--- src/rtl/ste_rms_pkg.sv ---
// Shared definitions for the windowed RMS block.
//   state_e   : controller states (idle, accumulate, square root, done)
//   sum_w()   : width of the running sum of squares
//   params_ok : legal parameter range check, evaluated at elaboration
package ste_rms_pkg;

  typedef enum logic [1:0] {
    StIdle,
    StAcc,
    StRoot,
    StDone
  } state_e;

  // Holds N squares of DATA_W-bit samples without overflow.
  function automatic int unsigned sum_w(input int unsigned data_w, input int unsigned win_log2);
    return 2 * data_w + win_log2;
  endfunction

  function automatic bit params_ok(input int unsigned data_w, input int unsigned win_log2);
    return (data_w >= 8) && (data_w <= 24) && (win_log2 >= 1) && (win_log2 <= 10);
  endfunction

endpackage

--- src/rtl/ste_rms_win_isqrt.sv ---
// Sequential non-restoring integer square root.
//   clk, rst_n  : clock, asynchronous active-low reset
//   start_i     : load radicand_i and begin (ignored while abort_i is high)
//   abort_i     : stop a root in progress; done_o is not raised
//   radicand_i  : 2*DATA_W-bit unsigned input
//   done_o      : high in the cycle of the last iteration; root_o is valid then
//   root_o      : floor(sqrt(radicand)), DATA_W bits
// One result bit per cycle, DATA_W cycles after the start edge.
module ste_isqrt #(
  parameter int unsigned DATA_W = 16
) (
  input  logic                  clk,
  input  logic                  rst_n,
  input  logic                  start_i,
  input  logic                  abort_i,
  input  logic [2*DATA_W-1:0]   radicand_i,
  output logic                  done_o,
  output logic [DATA_W-1:0]     root_o
);

  // Partial remainder is signed; four guard bits cover the negative swing.
  localparam int unsigned RemW = DATA_W + 4;
  localparam int unsigned CntW = $clog2(DATA_W);
  localparam logic [CntW-1:0] LastCnt = CntW'(DATA_W - 1);
  localparam logic [CntW-1:0] CntOne  = CntW'(1);

  logic                  run_q, run_d;
  logic [CntW-1:0]       cnt_q, cnt_d;
  logic [RemW-1:0]       rem_q, rem_d;
  logic [DATA_W-1:0]     root_q, root_d;
  logic [2*DATA_W-1:0]   rad_q, rad_d;

  logic [RemW-1:0]       rem_shift;
  logic [RemW-1:0]       rem_step;
  logic [DATA_W-1:0]     root_step;

  always_comb begin
    rem_shift = {rem_q[RemW-3:0], rad_q[2*DATA_W-1 -: 2]};
    // Non-restoring: subtract 4q+1 after a non-negative remainder, add 4q+3 otherwise.
    if (rem_q[RemW-1]) begin
      rem_step = rem_shift + {2'b00, root_q, 2'b11};
    end else begin
      rem_step = rem_shift - {2'b00, root_q, 2'b01};
    end
    root_step = {root_q[DATA_W-2:0], ~rem_step[RemW-1]};
  end

  always_comb begin
    run_d  = run_q;
    cnt_d  = cnt_q;
    rem_d  = rem_q;
    root_d = root_q;
    rad_d  = rad_q;
    if (abort_i) begin
      run_d = 1'b0;
    end else if (start_i) begin
      run_d  = 1'b1;
      cnt_d  = '0;
      rem_d  = '0;
      root_d = '0;
      rad_d  = radicand_i;
    end else if (run_q) begin
      rem_d  = rem_step;
      root_d = root_step;
      rad_d  = {rad_q[2*DATA_W-3:0], 2'b00};
      cnt_d  = cnt_q + CntOne;
      if (cnt_q == LastCnt) begin
        run_d = 1'b0;
      end
    end
  end

  assign done_o = run_q && (cnt_q == LastCnt) && !abort_i;
  assign root_o = root_step;

  always_ff @(posedge clk or negedge rst_n) begin
    if (!rst_n) begin
      run_q  <= 1'b0;
      cnt_q  <= '0;
      rem_q  <= '0;
      root_q <= '0;
      rad_q  <= '0;
    end else begin
      run_q  <= run_d;
      cnt_q  <= cnt_d;
      rem_q  <= rem_d;
      root_q <= root_d;
      rad_q  <= rad_d;
    end
  end

endmodule

--- src/rtl/ste_rms_win.sv ---
// RMS over a sliding window of the last N = 2**WIN_LOG2 accepted samples.
//   clk, rst_n     : clock, asynchronous active-low reset
//   din_i          : unsigned sample, taken when din_update_i is high and busy_o is low
//   clr_i          : synchronous clear (wins over din_update_i)
//   dout_o         : floor(sqrt(sum of squares >> WIN_LOG2))
//   dout_update_o  : one-cycle pulse when dout_o is new (DATA_W+2 cycles after acceptance)
//   busy_o         : accumulate/root in progress, incoming samples are dropped
//   valid_o        : N samples accepted since clear
//   ovr_o          : sticky, a sample was dropped
//   peak_o         : only with STE_RMS_WIN_PEAK_EN, largest accepted sample since clear
module ste_rms_win
  import ste_rms_pkg::*;
#(
  parameter int unsigned DATA_W   = 16,
  parameter int unsigned WIN_LOG2 = 3
) (
  input  logic              clk,
  input  logic              rst_n,
  input  logic [DATA_W-1:0] din_i,
  input  logic              din_update_i,
  input  logic              clr_i,
  output logic [DATA_W-1:0] dout_o,
  output logic              dout_update_o,
  output logic              busy_o,
  output logic              valid_o,
  output logic              ovr_o
`ifdef STE_RMS_WIN_PEAK_EN
  ,
  output logic [DATA_W-1:0] peak_o
`endif
);

  localparam int unsigned SumW  = sum_w(DATA_W, WIN_LOG2);
  localparam int unsigned Depth = 1 << WIN_LOG2;
  localparam logic [WIN_LOG2:0]   FullCnt = {1'b1, {WIN_LOG2{1'b0}}};
  localparam logic [WIN_LOG2:0]   LastCnt = {1'b0, {WIN_LOG2{1'b1}}};
  localparam logic [WIN_LOG2:0]   CntOne  = {{WIN_LOG2{1'b0}}, 1'b1};
  localparam logic [WIN_LOG2-1:0] PtrOne  = {{(WIN_LOG2-1){1'b0}}, 1'b1};

  if (!params_ok(DATA_W, WIN_LOG2)) begin : g_param_err
    $error("ste_rms_win: DATA_W must be 8..24 and WIN_LOG2 1..10");
  end

  state_e              state_q, state_d;
  logic [WIN_LOG2-1:0] ptr_q, ptr_d;
  logic [WIN_LOG2:0]   cnt_q, cnt_d;
  logic [SumW-1:0]     sum_q, sum_d;
  logic [DATA_W-1:0]   samp_q, samp_d;
  logic [DATA_W-1:0]   dout_q, dout_d;
  logic                valid_q, valid_d;
  logic                ovr_q, ovr_d;

  // Sample storage has no reset so it can map onto RAM.
  logic [DATA_W-1:0]   win_mem [Depth];
  logic                mem_we;

  logic [DATA_W-1:0]   old_smp;
  logic [2*DATA_W-1:0] new_sq, old_sq;
  logic [SumW-1:0]     sum_acc;
  logic                rt_start, rt_done;
  logic [DATA_W-1:0]   rt_root;

`ifdef STE_RMS_WIN_PEAK_EN
  logic [DATA_W-1:0]   peak_q, peak_d;
`endif

  // Entry being overwritten counts as zero until the window has filled once.
  always_comb begin
    old_smp = (cnt_q == FullCnt) ? win_mem[ptr_q] : '0;
    new_sq  = {{DATA_W{1'b0}}, samp_q} * {{DATA_W{1'b0}}, samp_q};
    old_sq  = {{DATA_W{1'b0}}, old_smp} * {{DATA_W{1'b0}}, old_smp};
    sum_acc = sum_q + {{WIN_LOG2{1'b0}}, new_sq} - {{WIN_LOG2{1'b0}}, old_sq};
  end

  always_comb begin
    state_d  = state_q;
    ptr_d    = ptr_q;
    cnt_d    = cnt_q;
    sum_d    = sum_q;
    samp_d   = samp_q;
    dout_d   = dout_q;
    valid_d  = valid_q;
    ovr_d    = ovr_q;
    mem_we   = 1'b0;
    rt_start = 1'b0;
`ifdef STE_RMS_WIN_PEAK_EN
    peak_d   = peak_q;
`endif
    case (state_q)
      StIdle, StDone: begin
        state_d = StIdle;
        if (din_update_i) begin
          state_d = StAcc;
          samp_d  = din_i;
          // valid_o rises on the edge that accepts the N-th sample.
          if (cnt_q == LastCnt) begin
            valid_d = 1'b1;
          end
        end
      end
      StAcc: begin
        mem_we   = 1'b1;
        sum_d    = sum_acc;
        ptr_d    = ptr_q + PtrOne;
        rt_start = 1'b1;
        state_d  = StRoot;
        if (cnt_q != FullCnt) begin
          cnt_d = cnt_q + CntOne;
        end
`ifdef STE_RMS_WIN_PEAK_EN
        if (samp_q > peak_q) begin
          peak_d = samp_q;
        end
`endif
        if (din_update_i) begin
          ovr_d = 1'b1;
        end
      end
      StRoot: begin
        if (din_update_i) begin
          ovr_d = 1'b1;
        end
        if (rt_done) begin
          dout_d  = rt_root;
          state_d = StDone;
        end
      end
      default: state_d = StIdle;
    endcase

    if (clr_i) begin
      state_d  = StIdle;
      ptr_d    = '0;
      cnt_d    = '0;
      sum_d    = '0;
      dout_d   = '0;
      valid_d  = 1'b0;
      ovr_d    = 1'b0;
      mem_we   = 1'b0;
      rt_start = 1'b0;
`ifdef STE_RMS_WIN_PEAK_EN
      peak_d   = '0;
`endif
    end
  end

  ste_isqrt #(
    .DATA_W (DATA_W)
  ) u_isqrt (
    .clk        (clk),
    .rst_n      (rst_n),
    .start_i    (rt_start),
    .abort_i    (clr_i),
    .radicand_i (sum_acc[SumW-1:WIN_LOG2]),
    .done_o     (rt_done),
    .root_o     (rt_root)
  );

  always_ff @(posedge clk) begin
    if (mem_we) begin
      win_mem[ptr_q] <= samp_q;
    end
  end

  always_ff @(posedge clk or negedge rst_n) begin
    if (!rst_n) begin
      state_q <= StIdle;
      ptr_q   <= '0;
      cnt_q   <= '0;
      sum_q   <= '0;
      samp_q  <= '0;
      dout_q  <= '0;
      valid_q <= 1'b0;
      ovr_q   <= 1'b0;
`ifdef STE_RMS_WIN_PEAK_EN
      peak_q  <= '0;
`endif
    end else begin
      state_q <= state_d;
      ptr_q   <= ptr_d;
      cnt_q   <= cnt_d;
      sum_q   <= sum_d;
      samp_q  <= samp_d;
      dout_q  <= dout_d;
      valid_q <= valid_d;
      ovr_q   <= ovr_d;
`ifdef STE_RMS_WIN_PEAK_EN
      peak_q  <= peak_d;
`endif
    end
  end

  assign dout_o        = dout_q;
  assign dout_update_o = (state_q == StDone);
  assign busy_o        = (state_q == StAcc) || (state_q == StRoot);
  assign valid_o       = valid_q;
  assign ovr_o         = ovr_q;
`ifdef STE_RMS_WIN_PEAK_EN
  assign peak_o        = peak_q;
`endif

endmodule

--- config.mk ---
export PLATFORM = sky130hd
export DESIGN_NAME = ste_rms_win
export DESIGN_NICKNAME = d
export VERILOG_FILES = /design/src/rtl/ste_rms_pkg.sv /design/src/rtl/ste_rms_win_isqrt.sv /design/src/rtl/ste_rms_win.sv
export SDC_FILE = /design/constraint.sdc
export NUM_CORES = 2
export LEC_CHECK = 0
export ABC_AREA = 0
export CAP_MARGIN = 20
export CORE_MARGIN = 4
export CORE_UTILIZATION = 38
export DETAILED_ROUTE_END_ITERATION = 16
export SLEW_MARGIN = 20
export SYNTH_ARGS = -nofsm -noshare
export SYNTH_HDL_FRONTEND = slang
export SYNTH_SLANG_ARGS = --single-unit
--- constraint.sdc ---
create_clock -name clk -period 10.9 [get_ports clk]
set_input_delay 2.18 -clock clk [delete_from_list [all_inputs] [get_ports clk]]
set_output_delay 2.18 -clock clk [all_outputs]
set_load 0.02 [all_outputs]
==> impl_results.md <==
- Status: finished, final reports clean
- Vias: 19.0k
- FF+latch count, synth: 278
- Clk buf depth: 3
- Vias per std cell: 4.98
- Share of the synthesized area in the top cell type: 0.306
- Cts bufs inserted: 35
- # nets final: 3492
- WS Path Type: reg2reg
- # clock sinks: 278
- Synth Instances: 2802
- Critical path arrival: 10.15 ns
- Synth top area cells: fa_1 (31%), edfxtp_1 (14%), dfrtp_1 (13%), ha_1 (9.6%), inv_1 (9.1%)
- DP HPWL: 56500 µm
- Top Ports: 40
- Wire per inst: 18.5 µm
- First-pass GRT wire length: 114000 µm
- Max Transition Viols Final: 0
- Async set-or-reset flop fraction in the synthesized netlist: 0.540
- CTS tree: yes
- Tcrit/Tclk final: 0.895
- Final setup violation count: 0
- Vias in the first global route: 20.1k
- RSZ-0062 raised after global routing: false
- Port buffer count: 39
- Pin count of the biggest net entering global routing: 95
- Remaining DRCs: 0
- Clock slew at reported path FFs: 0.06 ns
- Die width: 281 µm
- Max Cap Viol: 0
- CP endpoint kind: flop
- Drt pass-1 iters: 6
- Die area: 79200 µm²
- Critical Path End: sum_q[31]
- Post-route ant nets: 0
- Worst slew pin tran: 1.13 ns
- Starting Density: 0.382
- Total negative setup slack: 0 ns
- Worst-Skew Late Latency: 0.55 ns
- GRT Total Usage: 0.185
- PostCTS Resize Cnt: 0
- Hold buffers post-CTS: 0
- Seq/Total Area, Yosys: 0.267
- Antenna Diode Count: 0
- Crit path top cell by count: inv_1
- Layout cell share with drive strength beyond 1: 0.0598
- Synthesized area: 28400 µm²
- Area Overhead vs Synth: 9.40%
- Core area: 74300 µm²
- Reg2Reg Setup Slack: 1.15 ns
- # rows: 100
- Drt initial violations: 1273
- Buffer count from post-CTS setup fixing: 0
- Reg2Reg Depth: 30
- CP max stage delay: 0.79 ns
- Cell variety after synth: 73
- Syn_nets: 3475
- Routability cong.: 0.961
- Post-synth top flop: dfrtp_1
- R2R Path Start: ptr_q[0]
- Count of final hold-check violations: 0
- FF-to-FF End: sum_q[31]
- CTS root buffer: clkbuf_16
- Total congestion overflow: 0
- Min cycle time layout: 9.75 ns
- Critical Path Start: ptr_q[0]
- Fmax: 0.103 GHz
- Worst Setup Start Kind: flop
- Worst EP required: 11.30 ns
- Die height: 281 µm
- Synth area leader: fa_1
- H-tree Lvls: 2
- Max_slew headroom: 0.246
- Antenna violations before repair: 0
- Hold Crit Class: reg2reg
- Crit-path max FO: 36
- Avg Cell Area, Syn: 10.1 µm²
- Critical-path cell with the highest stage delay: dfrtp_2
- Number of synthesized flops with an enable pin: 128
- Post-route clock skew: 0.0144 ns
- Synth warn: 0
- Post-Route WL: 70700 µm
-- through the flow --
step | worst slack, ns | cell area (µm²) | util | std cells | hold slack [ns]
after floorplan | 2.94 | 28400 | - | 2802 | 0.446
after global placement | 0.994 | 30000 | 0.403 | 3750 | 0.464
after detailed placement | 1.24 | 30000 | 0.403 | 3750 | 0.468
after CTS | 1.21 | 31100 | 0.418 | 3811 | 0.487
after global routing | 0.578 | 31100 | 0.418 | 3812 | 0.500
final | 1.15 | 31100 | 0.418 | 3812 | 0.486
-- layer usage --
metal / part of all wire / vias to the layer above / global-route usage
li1: - / 8756 / -
met1: 0.44 / 9632 / 0.252
met2: 0.48 / 471 / 0.306
met4: 0.031 / 2 / 0.0535
met5: 0.00078 / - / 0.00537
met3: 0.054 / 109 / 0.0306
-- state kept, by name (all words and copies together), names as in the netlist, 4 cells and up --
| signal | count |
|---|---|
| u_isqrt.rad_q | 32 |
| u_isqrt.root_q | 16 |
| samp_q | 16 |
| u_isqrt.rem_q | 19 |
| cnt_q | 4 |
| dout_o | 16 |
| u_isqrt.cnt_q | 4 |
| win_mem | 128 |
| sum_q | 35 |
-- cell usage after synthesis (all sizes together), types with 8 or more instances --
library cell,instances
nor3,23
a21oi,75
fa,434
nand2b,12
nor2b,17
mux2i,36
ha,219
a22o,42
nand3,18
and2,50
xnor2,46
o21ai,70
o21a,8
nand2,263
a22oi,40
nor2,157
buf,29
nand4,19
xor2,26
a21o,33
dfrtp,150
or3,13
a31oi,11
inv,698
edfxtp,128
mux2,36
clkbuf,73
-- worst max-delay path: cells and delay by family, from the launching register on --
family	cells	cell delay, ns
mux	3	0.61
fa+ha+maj	9	4.32
compound gates	4	0.89
buf+inv	10	1.47
simple gates	4	1.53
flops	1	0.79
-- placed cells by master (no fill, tap or decap), types with 32 or more instances in the layout --
cell type and instances:
and2_1 50, fa_1 434, clkbuf_16 35, clkdlybuf4s50_1 37
inv_1 692, xnor2_1 46, o21ai_0 52, ha_1 219
buf_4 42, mux2_2 32, a22o_1 42, nor2_1 155
a21oi_1 72, nand2_1 263, a22oi_1 40, edfxtp_1 128
dfrtp_1 147, mux2i_1 36, a21o_1 33
-- logic make-up after synthesis --
group,after synthesis,synth area share
mux,74,0.0285
xor+xnor,72,0.0225
simple gates,593,0.0925
fa+ha+maj,653,0.402
buf+inv,800,0.107
compound gates,332,0.0797
flops,278,0.267
-- worst min path at each step --
stage | from | endpoint | cells past startpoint
3_3_place_gp | sum_q[17] | sum_q[17] | 2
3_5_place_dp | sum_q[17] | sum_q[17] | 2
5_1_grt | sum_q[16] | sum_q[16] | 2
2_1_floorplan | sum_q[12] | sum_q[12] | 2
6_report | sum_q[12] | sum_q[12] | 2
4_1_cts | sum_q[16] | sum_q[16] | 2
-- final cells by class --
type	count	area [µm²]
fillers	7203	43200
multi-input cells	1724	17800
flip-flops and latches	278	7600
inverters	698	2620
well taps	969	1210
clock buffers	43	936
repair buffers	82	729
clock inverters	18	151
Power is left out: the tool's default activity adds up to more than one toggle a clock period on the data nets, which glitch-free logic cannot reach.
==> RTL change, RTL diff (config.mk and constraints unchanged) <==
Add a define of `STE_RMS_WIN_PEAK_EN`.
--- a/src/rtl/ste_rms_win.sv
+++ b/src/rtl/ste_rms_win.sv
@@ -8,6 +8,8 @@
 //   valid_o        : N samples accepted since clear
 //   ovr_o          : sticky, a sample was dropped
 //   peak_o         : only with STE_RMS_WIN_PEAK_EN, largest accepted sample since clear
+`define STE_RMS_WIN_PEAK_EN
+
 module ste_rms_win
   import ste_rms_pkg::*;
 #(
Function (old outputs only; new: peak_o): same outputs for any inputs over 10 cycles, from zero or initial values and one cycle with rst_n low; that may be too few to reach the edited logic, so the function may still have changed.
==> RTL change against the original RTL <==
- routed wire length up 5.7%
- hold slack better by 0.0020 ns
- fmax down 2.7%
- setup slack worse by 0.27 ns
- utilization is 0.45 points higher
- design area is 3.5% higher
- sequential cell count grew 16
- first-iteration DRC count down 6.9%
- area after synthesis grew 2.9%
- critical endpoint is now u_isqrt.rad_q[31]$_DFFE_PN0P_
- largest cell class unchanged
- highest routed layer is now met4
Power is not shown: default switching activity piles up to over one toggle a cycle in this logic, so the estimate is an artifact.
==> RTL change: results (changes against the original RTL) <==
CP arrival=10.47 ns (+0.32 ns); via count=19630 (+3.5%); CTS-repair resized insts=0 (unchanged); Fill cells=7415 (+2.9%); Worst Path Max Fanout=35 (-2.8%); first-pass GRT wire length=120.9 mm (+5.9%); GP Congestion=0.9822 (+2.2%); post-synthesis sequential area ratio=27.35% (+0.61 points); Yosys cell types=75 (+2.7%); drt total wl=74.73 mm (+5.7%); vias in the first global route=20730 (+3.1%); Worst R2R Start=ptr_q[1]$_DFFE_PN0P_; number of antenna violations at the first check in global routing=1 (+1); post-CTS setup buffer count=0 (unchanged); FF-to-FF path depth=28 (-6.7%); slowest CP cell=nor2_1; top flop regs=win_mem x128, sum_q x35, u_isqrt.rad_q x32; reg2reg setup slack=0.87 ns (-0.27 ns); layout cells sized above 1=5.631% (-0.35 points); Syn Nets=3556 (+2.3%); CP top delay family=adder cells; Slew headroom=19.52% (-5.1 points); hold wc startpoint=sum_q[6]$_DFFE_PN0P_; Skew-Pair Late Insertion Delay=0.59 ns (+0.04 ns); Worst Hold Depth=1 (-1); Num CTS Buffers=31 (-11%); fraction of registers with async set or reset after synthesis=56.46% (+2.5 points); YS warnings=0 (unchanged); H-tree Lvls=1 (-1); placed cell areas=0.03109 mm2 (+3.8%); hpwl dp=59.35 mm (+5.1%); skew final=0.02842 ns (+0.01403 ns); R2R Path End=u_isqrt.rad_q[31]$_DFFE_PN0P_; worst hold endpoint=sum_q[6]$_DFFE_PN0P_; DRT Pass-1 Iters=7 (+1); Hold Path Class=reg2reg; Post-synth top cells=inv_1, fa_1, nand2_1; Synth area leaders=fa_1, dfrtp_1, edfxtp_1, ha_1, inv_1; Tot GR Track Use=18.78% (+0.27 points); initial DRC count=1185 (-6.9%); slowest stage delay, CP=0.78 ns; number of port buffers=55 (+41%); status=finished, final reports clean
## RTL change: final cells by class
cell class / instances / area share, %
diodes: 1 / 0.007782
clock buffers: 42 / 2.634
clock inverters: 16 / 0.6615
inverters: 710 / 8.288
multi-input cells: 1766 / 56.72
flip-flops and latches: 294 / 24.88
well taps: 1030 / 4.008
repair buffers: 102 / 2.798
## RTL change: worst register-to-register path, delay by kind of cell, from the launching register on
| family | cells | cell delay (ns) |
|---|---|---|
| adder cells (fa/ha/maj) | 9 | 4.31 |
| AND/OR/NAND/NOR | 6 | 2.17 |
| buffers and inverters | 6 | 0.60 |
| XOR/XNOR | 1 | 0.22 |
| AO/OA/AOI/OAI | 6 | 1.92 |
| flip-flops | 1 | 0.69 |
## RTL change: logic make-up after synthesis
logic type / share of synthesized area [%]
compound gates: 8.287
fa+ha+maj: 39.76
mux: 2.871
buf+inv: 10.50
simple gates: 9.049
flops: 27.35
xor+xnor: 2.186
## RTL change: how the worst max path moves through the flow
stage / to / from / depth (start not counted) / slack [ns]
detailed placement: u_isqrt.rad_q[31]$_DFFE_PN0P_ / ptr_q[1]$_DFFE_PN0P_ / 28 / 0.93
global placement: u_isqrt.rad_q[27]$_DFFE_PN0P_ / ptr_q[1]$_DFFE_PN0P_ / 31 / 0.95
global route: sum_q[30]$_DFFE_PN0P_ / ptr_q[1]$_DFFE_PN0P_ / 29 / 0.34
CTS: u_isqrt.rad_q[31]$_DFFE_PN0P_ / ptr_q[1]$_DFFE_PN0P_ / 28 / 0.93
floorplan: u_isqrt.rad_q[31]$_DFFE_PN0P_ / ptr_q[1]$_DFFE_PN0P_ / 35 / 2.87
finish: u_isqrt.rad_q[31]$_DFFE_PN0P_ / ptr_q[1]$_DFFE_PN0P_ / 28 / 0.87
## RTL change: per-stage QoR
step                      cells  utilization [%]  hold slack (ns)  setup WS [ns]
after detailed placement   3902            40.87           0.4742         0.9333
final                      3961            42.27           0.4878         0.8748
after global placement     3902            40.87           0.4614         0.9486
after CTS                  3960            42.27           0.4895         0.9299
after floorplan            2867                -           0.4459          2.875
after global routing       3961            42.27           0.5165         0.3440
## RTL change: layer usage
metal / share of wire [%] / wire length, um / global-route usage [%]
met4: 2.3 / 1700 / 3.419
met1: 45 / 33370 / 26.52
met2: 48 / 36150 / 31.85
met3: 4.7 / 3512 / 1.944
met5: 0 / 0 / 0
